File: config.mk
export PLATFORM = sky130hd
export DESIGN_NAME = hack_cpu_mc
export DESIGN_NICKNAME = d
export VERILOG_FILES = /design/src/rtl/hack_pkg.sv /design/src/rtl/hack_alu_w.sv /design/src/rtl/hack_cpu_mc.sv
export SDC_FILE = /design/constraint.sdc
export NUM_CORES = 1
export LEC_CHECK = 0
export ABC_CLOCK_PERIOD_IN_PS = 6100
export CAP_MARGIN = 20
export CORE_ASPECT_RATIO = 0.7
export CORE_UTILIZATION = 52
export DETAILED_ROUTE_END_ITERATION = 8
export DONT_BUFFER_PORTS = 1
export PLACE_DENSITY = 0.69
export SKIP_LAST_GASP = 1
export SYNTH_ARGS = -nofsm -noshare
export SYNTH_HDL_FRONTEND = slang
export SYNTH_SLANG_ARGS = --single-unit
File: constraint.sdc
create_clock -name clk -period 6.1 [get_ports clk]
set_input_delay 1.22 -clock clk [delete_from_list [all_inputs] [get_ports clk]]
set_output_delay 1.22 -clock clk [all_outputs]
set_load 0.02 [all_outputs]
File: src/rtl/hack_pkg.sv
// Shared definitions for the multi-cycle Hack CPU.
//   state_e     : control FSM states
//   Ir*         : bit positions of the C-instruction fields
//   jump_taken  : decodes the j1..j3 jump condition against the ALU flags
package hack_pkg;

   typedef enum logic [2:0] {
      StBoot,
      StFetch,
      StDecode,
      StMemRd,
      StExec,
      StMemWr
   } state_e;

   // C-instruction layout: 1 x x a c1..c6 d1 d2 d3 j1 j2 j3
   localparam int unsigned IrABit    = 12;
   localparam int unsigned IrCompLsb = 6;
   localparam int unsigned IrDestA   = 5;
   localparam int unsigned IrDestD   = 4;
   localparam int unsigned IrDestM   = 3;

   // j[2]=j1 (out<0), j[1]=j2 (out==0), j[0]=j3 (out>0)
   function automatic logic jump_taken(input logic [2:0] j, input logic ng, input logic zr);
      return (j[2] & ng) | (j[1] & zr) | (j[0] & ~ng & ~zr);
   endfunction

endpackage

File: src/rtl/hack_alu_w.sv
// Width-parametrised combinational Hack ALU.
//   x, y            : operands (x = D, y = A or M)
//   zx,nx,zy,ny,f,no: control bits c1..c6
//   out             : result, wraps modulo 2**WIDTH
//   zr, ng          : out == 0, out < 0 (msb)
module hack_alu_w #(
   parameter int unsigned WIDTH = 16
) (
   input  logic [WIDTH-1:0] x,
   input  logic [WIDTH-1:0] y,
   input  logic             zx,
   input  logic             nx,
   input  logic             zy,
   input  logic             ny,
   input  logic             f,
   input  logic             no,
   output logic [WIDTH-1:0] out,
   output logic             zr,
   output logic             ng
);

   logic [WIDTH-1:0] xa, xb, ya, yb, fo;

   always_comb begin
      xa  = zx ? '0 : x;
      xb  = nx ? ~xa : xa;
      ya  = zy ? '0 : y;
      yb  = ny ? ~ya : ya;
      fo  = f ? (xb + yb) : (xb & yb);
      out = no ? ~fo : fo;
      ng  = out[WIDTH-1];
      zr  = (out == '0);
   end

endmodule

File: src/rtl/hack_cpu_mc.sv
// Multi-cycle Hack CPU with req/ack handshakes to instruction and data memories.
//   clk, reset            : rising-edge clock, asynchronous active-high reset
//   imem_req/addr/ack/rdata : instruction fetch port (addr = pc)
//   dmem_req/we/addr/wdata/ack/rdata : data port (M reads and writes)
//   pc                    : current program counter
//   instret               : retired-instruction counter, present only when
//                           HACK_CPU_INSTRET_EN is defined
module hack_cpu_mc
   import hack_pkg::*;
#(
   parameter int unsigned WIDTH = 16,
   parameter int unsigned AW    = 15,
   parameter int unsigned PCW   = 15
) (
   input  logic             clk,
   input  logic             reset,
   output logic             imem_req,
   output logic [PCW-1:0]   imem_addr,
   input  logic             imem_ack,
   input  logic [WIDTH-1:0] imem_rdata,
   output logic             dmem_req,
   output logic             dmem_we,
   output logic [AW-1:0]    dmem_addr,
   output logic [WIDTH-1:0] dmem_wdata,
   input  logic             dmem_ack,
   input  logic [WIDTH-1:0] dmem_rdata,
   output logic [PCW-1:0]   pc
`ifdef HACK_CPU_INSTRET_EN
   ,
   output logic [31:0]      instret
`endif
);

   state_e           state_q, state_d;
   logic [PCW-1:0]   pc_q, pc_d;
   logic [PCW-1:0]   pc_pend_q, pc_pend_d;  // PC to commit once a pending M write completes
   logic [WIDTH-1:0] a_q, a_d;
   logic [WIDTH-1:0] d_q, d_d;
   logic [WIDTH-1:0] ir_q, ir_d;
   logic [WIDTH-1:0] m_q, m_d;
   logic [AW-1:0]    addr_q, addr_d;
   logic [WIDTH-1:0] wdata_q, wdata_d;
   logic             pc_upd;

   logic [WIDTH-1:0] alu_out;
   logic             alu_zr, alu_ng;
   logic [PCW-1:0]   pc_inc;
   logic [PCW-1:0]   pc_target;
   logic [5:0]       comp;

   assign comp   = ir_q[IrCompLsb+5:IrCompLsb];
   assign pc_inc = pc_q + PCW'(1);

   hack_alu_w #(
      .WIDTH (WIDTH)
   ) u_alu (
      .x   (d_q),
      .y   (ir_q[IrABit] ? m_q : a_q),
      .zx  (comp[5]),
      .nx  (comp[4]),
      .zy  (comp[3]),
      .ny  (comp[2]),
      .f   (comp[1]),
      .no  (comp[0]),
      .out (alu_out),
      .zr  (alu_zr),
      .ng  (alu_ng)
   );

   // Target uses A before this instruction's own A update (a_q is still old in EXEC).
   assign pc_target = jump_taken(ir_q[2:0], alu_ng, alu_zr) ? a_q[PCW-1:0] : pc_inc;

   always_comb begin
      state_d   = state_q;
      pc_d      = pc_q;
      pc_pend_d = pc_pend_q;
      a_d       = a_q;
      d_d       = d_q;
      ir_d      = ir_q;
      m_d       = m_q;
      addr_d    = addr_q;
      wdata_d   = wdata_q;
      pc_upd    = 1'b0;
      imem_req  = 1'b0;
      dmem_req  = 1'b0;
      dmem_we   = 1'b0;

      unique case (state_q)
         StBoot: state_d = StFetch;
         StFetch: begin
            imem_req = 1'b1;
            if (imem_ack) begin
               ir_d    = imem_rdata;
               state_d = StDecode;
            end
         end
         StDecode: begin
            if (!ir_q[WIDTH-1]) begin
               a_d     = {1'b0, ir_q[WIDTH-2:0]};
               pc_d    = pc_inc;
               pc_upd  = 1'b1;
               state_d = StFetch;
            end else if (ir_q[IrABit]) begin
               addr_d  = a_q[AW-1:0];
               state_d = StMemRd;
            end else begin
               state_d = StExec;
            end
         end
         StMemRd: begin
            dmem_req = 1'b1;
            if (dmem_ack) begin
               m_d     = dmem_rdata;
               state_d = StExec;
            end
         end
         StExec: begin
            if (ir_q[IrDestD]) d_d = alu_out;
            if (ir_q[IrDestA]) a_d = alu_out;
            if (ir_q[IrDestM]) begin
               addr_d    = a_q[AW-1:0];
               wdata_d   = alu_out;
               pc_pend_d = pc_target;
               state_d   = StMemWr;
            end else begin
               pc_d    = pc_target;
               pc_upd  = 1'b1;
               state_d = StFetch;
            end
         end
         StMemWr: begin
            dmem_req = 1'b1;
            dmem_we  = 1'b1;
            if (dmem_ack) begin
               pc_d    = pc_pend_q;
               pc_upd  = 1'b1;
               state_d = StFetch;
            end
         end
         default: state_d = StBoot;
      endcase
   end

   always_ff @(posedge clk or posedge reset) begin
      if (reset) begin
         state_q   <= StBoot;
         pc_q      <= '0;
         pc_pend_q <= '0;
         a_q       <= '0;
         d_q       <= '0;
         ir_q      <= '0;
         m_q       <= '0;
         addr_q    <= '0;
         wdata_q   <= '0;
      end else begin
         state_q   <= state_d;
         pc_q      <= pc_d;
         pc_pend_q <= pc_pend_d;
         a_q       <= a_d;
         d_q       <= d_d;
         ir_q      <= ir_d;
         m_q       <= m_d;
         addr_q    <= addr_d;
         wdata_q   <= wdata_d;
      end
   end

   assign imem_addr  = pc_q;
   assign pc         = pc_q;
   assign dmem_addr  = addr_q;
   assign dmem_wdata = wdata_q;

`ifdef HACK_CPU_INSTRET_EN
   logic [31:0] instret_q;

   always_ff @(posedge clk or posedge reset) begin
      if (reset) begin
         instret_q <= '0;
      end else if (pc_upd) begin
         instret_q <= instret_q + 32'd1;
      end
   end

   assign instret = instret_q;
`else
   logic unused_pc_upd;
   assign unused_pc_upd = pc_upd;
`endif

   // Bits between the dest/comp fields and the C-instruction marker carry no meaning.
   logic unused_ir;
   assign unused_ir = ^ir_q[WIDTH-2:IrABit+1];

endmodule
==> results by group, run 1 <==
Synthesis
  • Top post-synthesis cells by count: dfrtp_1 (128), nand2_1 (89), o21ai_0 (79)
  • Post-Syn Nets: 920
  • Dominant cell type by area after synthesis: dfrtp_1
  • Post-synthesis sequential area ratio: 0.403
  • Mean Syn Cell Area: 9.18 um^2
  • Top_reg_cell synth: dfrtp_1
  • Top cells by area, synth: dfrtp_1 (40%), mux2_2 (6.8%), o21ai_0 (5.0%)
  • Synthesized area: 7950 um^2
  • Most common cell in the netlist: dfrtp_1
  • #FFs+latches synth: 128
  • Post-Synthesis Cells: 866
  • Yosys warning total: 0
  • Async SR Flop Fraction: 1.00
  • Netlist cell types: 72
  • EDFF count, synth: 0
  • Area share of the largest cell type after synthesis: 0.403

Timing
  • Final Max Tran Viols: 0
  • RSZ-0062 raised after global routing: false
  • Endpoints failing hold: 0
  • Final setup fails: 0
  • Worst Clk Skew: 0.00890 ns
  • Worst Tran Pin Value: 1.13 ns
  • Fmax: 196 MHz
  • Slew HR: 0.243
  • Final min period: 5.10 ns
  • Final period utilization: 0.835
  • Final setup TNS: 0 ns

Worst setup path
  • Maximum fanout along the worst path: 22
  • Internal reg-to-reg setup slack: 1.00 ns
  • CP startpoint kind: flop
  • Worst R2R Path Depth: 17
  • WS Path Type: reg2reg
  • Top delay family on crit path: compound AO/OA/AOI/OAI gates
  • R2R Path End: pc_pend_q[12]
  • FF-to-FF Start: ir_q[12]
  • CP max stage delay: 0.98 ns
  • Worst EP arrival: 5.38 ns
  • Worst Path Buf+Inv: 2
  • Worst-path cell chain: mux2i_1 -> nor2_1 -> xor2_1 -> ha_1 -> inv_1 -> fa_1 -> nor2b_4 -> o31ai_2 -> a21o_1 -> a221oi_1 -> a31oi_1 -> o41ai_1 -> o2111a_2 -> mux2i_2 -> buf_4 -> mux2i_1 -> o21ai_0
  • Crit-path most repeated cell: mux2i_1
  • Worst path slowest cell: dfrtp_1
  • CP endpoint kind: flop
  • Critical Path RT: 6.38 ns

Drt
  • Avg WL per Cell: 22.2 um
  • # DRC: 0
  • Initial drt markers: 853
  • WL met1: 10900 um
  • Routed Antenna Nets: 0
  • Met3 Routed Length: 2430 um
  • DR pass1 iterations: 5
  • Vias per Instance: 6.36
  • Met2 Routed Length: 9390 um
  • Via Count: 6579
  • DRT Wirelength: 23000 um
  • Uppermost layer routed: met5

Global route
  • First-pass GRT wire length: 36100 um
  • Largest net degree at the start of global routing: 66
  • Initial antenna violation count: 2
  • Vias in the first global route: 6273
  • Tot GR Track Use: 0.304
  • GRT Residual Overflow: 0

Layout
  • Share of layout cells above drive strength 1: 0.131
  • Multi-input gate area: 4360 um^2
  • Ant diodes: 0
  • Area grow syn2layout: 7.19%
  • Nets@finish: 880
  • Register area: 3200 um^2
  • Fill cells: 1288

Min path
  • Min-delay worst type: reg2reg
  • Hold Crit Endpoint: d_q[15]
  • Cell depth of the worst hold path: 2
  • Min-delay src: d_q[15]

Die
  • Die H: 105 um
  • Total die area: 15800 um^2
  • I/O pins: 100
  • Die X: 150 um
  • Number of cell rows: 37
  • Core ar.: 14800 um^2
  • Initial core utilization: 0.537

Run status
  • Outcome: finished clean

Clock network
  • CTS tree: done
  • CTS Buf Count: 17
  • CTS Sinks: 128
  • Max clock buf depth: 2
  • Postcts setup bufs: 0
  • # hold bufs at CTS: 0
  • Clock Pin Slew Worst Setup and Hold Paths: 0.06 ns
  • Worst skew pair latency: 0.43 ns
  • Cts repair resizes: 0
  • H-tree depth: 4
  • CTS root buf: clkbuf_16

Placement
  • PortBufs: 0
  • DP HPWL: 16600 um
  • GP Congestion: 0.950

Job
  • Max-Cap Viols: 0
## worst register-to-register path, delay by kind of cell (launching register included)
| family | cells | cell delay (ns) |
|---|---|---|
| flip-flops | 1 | 0.98 |
| adder cells (fa/ha/maj) | 2 | 0.74 |
| AND/OR/NAND/NOR | 2 | 0.24 |
| buffers and inverters | 2 | 0.45 |
| AO/OA/AOI/OAI | 7 | 1.56 |
| multiplexers | 3 | 0.78 |
| XOR/XNOR | 1 | 0.19 |
## per-stage QoR
step,std cells,setup WS [ns],utilization,hold slack [ns],instance area [um^2]
after floorplan,866,1.47,-,0.447,7950
after global placement,1001,1.24,0.536,0.460,7950
after detailed placement,1002,1.06,0.537,0.477,7960
after CTS,1034,1.03,0.576,0.491,8530
after global routing,1034,0.537,0.576,0.512,8530
final,1034,1.00,0.576,0.487,8530
## placed cells by master, fill, tap and decap left out, types with 7 or more instances in the layout
| master | count |
|---|---|
| dfrtp_1 | 128 |
| nand2_1 | 88 |
| o21ai_0 | 79 |
| nor2_1 | 76 |
| a21oi_1 | 52 |
| mux2_2 | 48 |
| xnor2_1 | 43 |
| mux2i_1 | 35 |
| nand2b_1 | 27 |
| xor2_1 | 22 |
| nand3_1 | 18 |
| ha_1 | 17 |
| clkbuf_16 | 17 |
| inv_1 | 13 |
| buf_4 | 11 |
| o22ai_1 | 10 |
| a31oi_1 | 9 |
| a221oi_1 | 9 |
| and3_1 | 7 |
| o211ai_1 | 7 |
| nor3_1 | 7 |
## per-layer routing
metal  vias up  global-route usage
li1       2990                   -
met1      3207               0.480
met2       348               0.406
met3        30              0.0861
met4         4              0.0606
met5         -                   0
## how the worst max path moves through the flow
| stage | slack [ns] | from | cells past startpoint | end |
|---|---|---|---|---|
| finish | 1.00 | ir_q[12] | 17 | pc_pend_q[12] |
| global route | 0.54 | ir_q[12] | 17 | pc_pend_q[12] |
| CTS | 1.03 | ir_q[12] | 17 | imem_addr[14] |
| detailed placement | 1.06 | ir_q[12] | 17 | imem_addr[14] |
| global placement | 1.24 | ir_q[12] | 17 | imem_addr[9] |
| floorplan | 1.47 | reset | 1 | a_q[0] |
## cell type report
| cell class | instances | area share |
|---|---|---|
| flip-flops and latches | 128 | 0.376 |
| inverters | 14 | 0.00646 |
| clock inverters | 15 | 0.0166 |
| multi-input cells | 653 | 0.512 |
| well taps | 195 | 0.0286 |
| repair buffers | 12 | 0.0110 |
| clock buffers | 17 | 0.0499 |
## state kept, by name (all words and copies together) (netlist names)
| register | cells |
|---|---|
| a_q | 16 |
| pc_pend_q | 15 |
| m_q | 16 |
| imem_addr | 15 |
| ir_q | 16 |
| state_q | 3 |
| d_q | 16 |
| dmem_addr | 15 |
| dmem_wdata | 16 |
## cells by family (layout without fill, tap and decap cells)
kind of cell / Yosys count / in the layout / synth area share
compound gates: 218 / 218 / 0.172
flops: 128 / 128 / 0.403
xor+xnor: 65 / 65 / 0.0716
fa+ha+maj: 18 / 18 / 0.0293
mux: 84 / 84 / 0.113
buf+inv: 85 / 58 / 0.0499
simple gates: 268 / 268 / 0.161
Power of run 1 is left out: the tool's default activity adds up to more than one toggle a clock period on the data nets, which glitch-free logic cannot reach.
==> run 2: changes to the inputs <==
--- a/config.mk
+++ b/config.mk
@@ -5,13 +5,13 @@
 export SDC_FILE = /design/constraint.sdc
 export NUM_CORES = 1
 export LEC_CHECK = 0
-export ABC_CLOCK_PERIOD_IN_PS = 6100
+export ABC_CLOCK_PERIOD_IN_PS = 4500
 export CAP_MARGIN = 20
 export CORE_ASPECT_RATIO = 0.7
 export CORE_UTILIZATION = 52
 export DETAILED_ROUTE_END_ITERATION = 8
 export DONT_BUFFER_PORTS = 1
-export PLACE_DENSITY = 0.69
+export PLACE_DENSITY = 0.72
 export SKIP_LAST_GASP = 1
 export SYNTH_ARGS = -nofsm -noshare
 export SYNTH_HDL_FRONTEND = slang
==> constraint.sdc (replaced) <==
create_clock -name clk -period 4.5 [get_ports clk]
set_input_delay 0.9 -clock clk [delete_from_list [all_inputs] [get_ports clk]]
set_output_delay 0.9 -clock clk [all_outputs]
set_load 0.02 [all_outputs]
==> run 2 against run 1 <==
Hold slack worse by 0.057 ns. Sequential cell count did not move. Clock-buffer cell count stayed put. Critical endpoint is now imem_addr[9].
==> results by group, run 2 (synthesized netlist as in run 1, its figures left out) <==
Die
  • Total die area: 15800 um^2
  • Die H: 105 um
  • Initial core utilization: 0.537
  • I/O pins: 100
  • Number of cell rows: 37
  • Core ar.: 14800 um^2
  • Die X: 150 um

Timing
  • RSZ-0062 raised after global routing: false
  • Final setup fails: 0
  • Worst Clk Skew: 0.0108 ns
  • Worst Tran Pin Value: 1.09 ns
  • Final setup TNS: 0 ns
  • Final min period: 4.31 ns
  • Endpoints failing hold: 0
  • Fmax: 232 MHz
  • Final period utilization: 0.959
  • Final Max Tran Viols: 0
  • Slew HR: 0.272

Worst setup path
  • CP startpoint kind: flop
  • FF-to-FF Start: ir_q[12]
  • Worst Path Buf+Inv: 2
  • CP endpoint kind: flop
  • Crit path depth: 15
  • Critical Path RT: 4.79 ns
  • R2R Path End: imem_addr[9]
  • WS Path Type: reg2reg
  • Internal reg-to-reg setup slack: 0.19 ns
  • CP max stage delay: 0.49 ns
  • Worst-path cell chain: buf_12 -> mux2i_1 -> nor2_1 -> xor2_1 -> ha_1 -> nand4_1 -> o22ai_1 -> a211o_1 -> or3b_2 -> o2111ai_1 -> mux2_2 -> mux2i_2 -> buf_12 -> mux2i_1 -> o221ai_1
  • Worst R2R Path Depth: 15
  • Critical path endpoint: imem_addr[9]
  • Worst path slowest cell: ha_1
  • Worst EP arrival: 4.61 ns
  • Maximum fanout along the worst path: 22
  • Top delay family on crit path: multiplexers
  • Worst Setup SP: ir_q[12]

Drt
  • DRT Wirelength: 22400 um
  • Via Count: 6728
  • Initial drt markers: 864
  • Routed Antenna Nets: 0
  • # DRC: 0
  • Avg WL per Cell: 21.2 um
  • Vias per Instance: 6.36
  • DR pass1 iterations: 5

Clock network
  • CTS Buf Count: 17
  • CTS root buf: clkbuf_16
  • Max clock buf depth: 2
  • # hold bufs at CTS: 0
  • CTS tree: done
  • Worst skew pair latency: 0.43 ns
  • Postcts setup bufs: 0
  • Clock Pin Slew Worst Setup and Hold Paths: 0.07 ns
  • H-tree depth: 4
  • CTS Sinks: 128

Layout
  • Most frequent cells in the layout: dfrtp_1 (127), nand2_1 (88), o21ai_0 (79)
  • Share of layout cells above drive strength 1: 0.163
  • Nets@finish: 904
  • Ant diodes: 0
  • Area grow syn2layout: 10.6%
  • Most common cell after layout, fill and taps aside: dfrtp_1

Placement
  • PortBufs: 0
  • DP HPWL: 16100 um
  • GP Congestion: 0.961

Min path
  • Min-delay worst type: in2async

Global route
  • First-pass GRT wire length: 34900 um
  • Initial antenna violation count: 1
  • Largest net degree at the start of global routing: 71
  • Tot GR Track Use: 0.295
  • Vias in the first global route: 5995
  • GRT Residual Overflow: 0

Run status
  • Outcome: finished clean

Job
  • Max-Cap Viols: 0
[run 2: cell types whose count changed in the layout (fill, tap and decap cells not counted), moves of 2 or more]
| cell | before | now |
|---|---|---|
| inv_8 | 5 | 3 |
| bufinv_16 | 0 | 2 |
| buf_4 | 11 | 34 |
| buf_12 | 0 | 2 |
[run 2: per-layer routing]
layer  up-vias  share of wire  global-route usage
li1       3031              -                   -
met3        26           0.12              0.0896
met4         0          0.012              0.0635
met5         -              0                   0
met1      3312           0.49               0.485
met2       359           0.38               0.364
[run 2: what timing repair did]
item,in CTS,in global routing
hold endpoints to repair,0,0
resized for setup,0,7
endpoints found under the setup margin,0,28
[run 2: worst min-delay path by stage]
stage / from / to / slack [ns]
CTS: reset / dmem_wdata[10] / 0.45
detailed placement: pc_pend_q[3] / pc_pend_q[3] / 0.47
global placement: d_q[5] / d_q[5] / 0.46
global route: reset / dmem_wdata[10] / 0.47
finish: reset / dmem_wdata[5] / 0.43
floorplan: pc_pend_q[0] / pc_pend_q[0] / 0.45
[run 2: layout make-up]
type | instances | area (um^2)
clock inverters | 15 | 175
well taps | 195 | 244
multi-input cells | 653 | 4400
repair buffers | 36 | 295
flip-flops and latches | 128 | 3200
inverters | 14 | 57.6
fillers | 1234 | 6020
clock buffers | 17 | 425
[run 2: stage by stage]
stage	hold WS [ns]	cell area [um^2]	cells	utilization	setup WS [ns]
detailed placement	0.470	8160	1026	0.551	0.114
global placement	0.463	8160	1026	0.551	0.0949
global route	0.468	8800	1058	0.594	0.0231
finish	0.431	8800	1058	0.594	0.186
floorplan	0.447	7950	866	-	0.0413
CTS	0.449	8760	1058	0.592	0.0805
Power of run 2 is left out for the same reason.
==> run 3: changes to the inputs <==
--- a/config.mk
+++ b/config.mk
@@ -8,10 +8,10 @@
 export ABC_CLOCK_PERIOD_IN_PS = 4500
 export CAP_MARGIN = 20
 export CORE_ASPECT_RATIO = 0.7
-export CORE_UTILIZATION = 52
+export CORE_UTILIZATION = 30
 export DETAILED_ROUTE_END_ITERATION = 8
 export DONT_BUFFER_PORTS = 1
-export PLACE_DENSITY = 0.72
+export PLACE_DENSITY = 0.47
 export SKIP_LAST_GASP = 1
 export SYNTH_ARGS = -nofsm -noshare
 export SYNTH_HDL_FRONTEND = slang
==> run 3 against run 2 <==
Final area up 4.0%. Non-clock buffer count is 7 higher. Critical path depth grew 4. Wire length is 9.4% higher. Clock-buffer cell count up 1. Via count down 4.9%. First-iteration DRC count is 36% lower.
==> results by group, run 3 (synthesized netlist as in run 1, its figures left out) <==
Global route
  • Vias in the first global route: 5937
  • Tot GR Track Use: 0.182
  • Initial antenna violation count: 2
  • First-pass GRT wire length: 37700 um
  • GRT Residual Overflow: 0
  • Largest net degree at the start of global routing: 94

Worst setup path
  • Worst EP arrival: 4.60 ns
  • CP startpoint kind: flop
  • Worst path slowest cell: dfrtp_1
  • CP endpoint kind: flop
  • Worst-path cell chain: buf_12 -> mux2i_1 -> nor2_1 -> xor2_1 -> ha_1 -> inv_1 -> fa_2 -> nor2b_4 -> o31ai_4 -> a21o_1 -> a2111o_1 -> and3_1 -> and4_1 -> o2111a_2 -> mux2i_4 -> buf_4 -> clkbuf_16 -> or3_1 -> o211ai_1
  • CP max stage delay: 0.39 ns
  • Maximum fanout along the worst path: 20
  • Critical Path RT: 4.83 ns
  • WS Path Type: reg2reg

Placement
  • GP Congestion: 0.876
  • DP HPWL: 18100 um
  • PortBufs: 0
  • Area after DPL: 8400 um^2

Layout
  • Final Util: 0.354
  • Area grow syn2layout: 15.1%
  • Fill cells: 2674
  • Most frequent cells in the layout: dfrtp_1 (126), nand2_1 (88), o21ai_0 (78)
  • Register area: 3210 um^2
  • Post-Layout Inst Area: 9150 um^2
  • Share of layout cells above drive strength 1: 0.178
  • Nets@finish: 911
  • Multi-input gate area: 4440 um^2
  • Most common cell after layout, fill and taps aside: dfrtp_1

Clock network
  • CTS Sinks: 128
  • Worst skew pair latency: 0.42 ns
  • CTS Buf Count: 17
  • CTS tree: done
  • CTS root buf: clkbuf_16
  • Clock Pin Slew Worst Setup and Hold Paths: 0.06 ns
  • # hold bufs at CTS: 0
  • Max clock buf depth: 2
  • H-tree depth: 4

Timing
  • Fmax: 234 MHz
  • Final setup fails: 0
  • Final period utilization: 0.950
  • Final setup TNS: 0 ns
  • Endpoints failing hold: 0
  • Worst Tran Pin Value: 1.00 ns
  • Slew HR: 0.330
  • Hold_ws: 0.481 ns
  • Final Max Tran Viols: 0
  • Final min period: 4.27 ns
  • Worst Clk Skew: 0.0118 ns

Drt
  • Routed Antenna Nets: 0
  • Initial drt markers: 554
  • Vias per Instance: 5.21
  • Via Count: 6398
  • Avg WL per Cell: 20.0 um
  • # DRC: 0
  • DRT Wirelength: 24600 um
  • DR pass1 iterations: 5

Die
  • Die X: 197 um
  • Initial core utilization: 0.307
  • I/O pins: 100
  • Core ar.: 25900 um^2
  • Total die area: 27200 um^2
  • Number of cell rows: 49
  • Die H: 138 um

Min path
  • Min-delay worst type: in2async

Run status
  • Outcome: finished clean

Job
  • Max-Cap Viols: 0
==> run 3: changes by cell type in the layout (fill, tap and decap cells not counted), sizes merged <==
cell	previous run	this run
clkinv	3	5
diode	0	2
inv	22	15
buf	36	42
clkbuf	17	19
clkinvlp	2	3
bufinv	2	4
==> run 3: cell type report <==
type	count	share of cell area
clock buffer	18	0.0480
clock inverter	13	0.0205
inverter	14	0.00629
tap	357	0.0488
sequential	128	0.350
antenna	2	0.000547
timing repair buffer	43	0.0399
multi-input combinational	653	0.486
==> run 3: timing repair <==
item / CTS / global route
setup endpoints to repair: 0 / 27
hold endpoints to repair: 0 / 0
gates resized for setup: 0 / 18
setup buffers: 0 / 2
==> run 3: layer usage <==
| metal | part of all wire | wire length, um | global-route usage |
|---|---|---|---|
| met4 | 0.0069 | 169 | 0.0302 |
| met1 | 0.56 | 13700 | 0.305 |
| met2 | 0.37 | 9070 | 0.225 |
| met5 | 0 | 0 | 0 |
| met3 | 0.065 | 1590 | 0.0459 |
==> run 3: critical path: cells and delay by family (launching register included) <==
family	cells	cell delay (ns)
flops	1	0.39
xor+xnor	1	0.16
mux	2	0.34
simple gates	5	1.10
fa+ha+maj	2	0.55
compound gates	5	1.05
buf+inv	4	0.57
==> run 3: path summary, 6_finish.rpt <==
path                            endpoint  slack, ns  depth (start not counted)    startpoint
max                         imem_addr[5]       0.23                         19      ir_q[12]
min                        dmem_wdata[5]       0.48                          1         reset
max reg2reg                 imem_addr[5]       0.23                         19      ir_q[12]
min reg2reg                 pc_pend_q[6]       0.48                          2  pc_pend_q[6]
max in group asynchronous  imem_addr[11]       3.16                          2         reset
min in group clk            pc_pend_q[6]       0.48                          2  pc_pend_q[6]
==> run 3: stage by stage <==
step                      cells  setup slack, ns
final                      1228            0.227
after floorplan             866           0.0413
after CTS                  1223           0.0866
after global routing       1227         -0.00920
after global placement     1192            0.115
after detailed placement   1192            0.120
Power of run 3 is left out for the same reason.
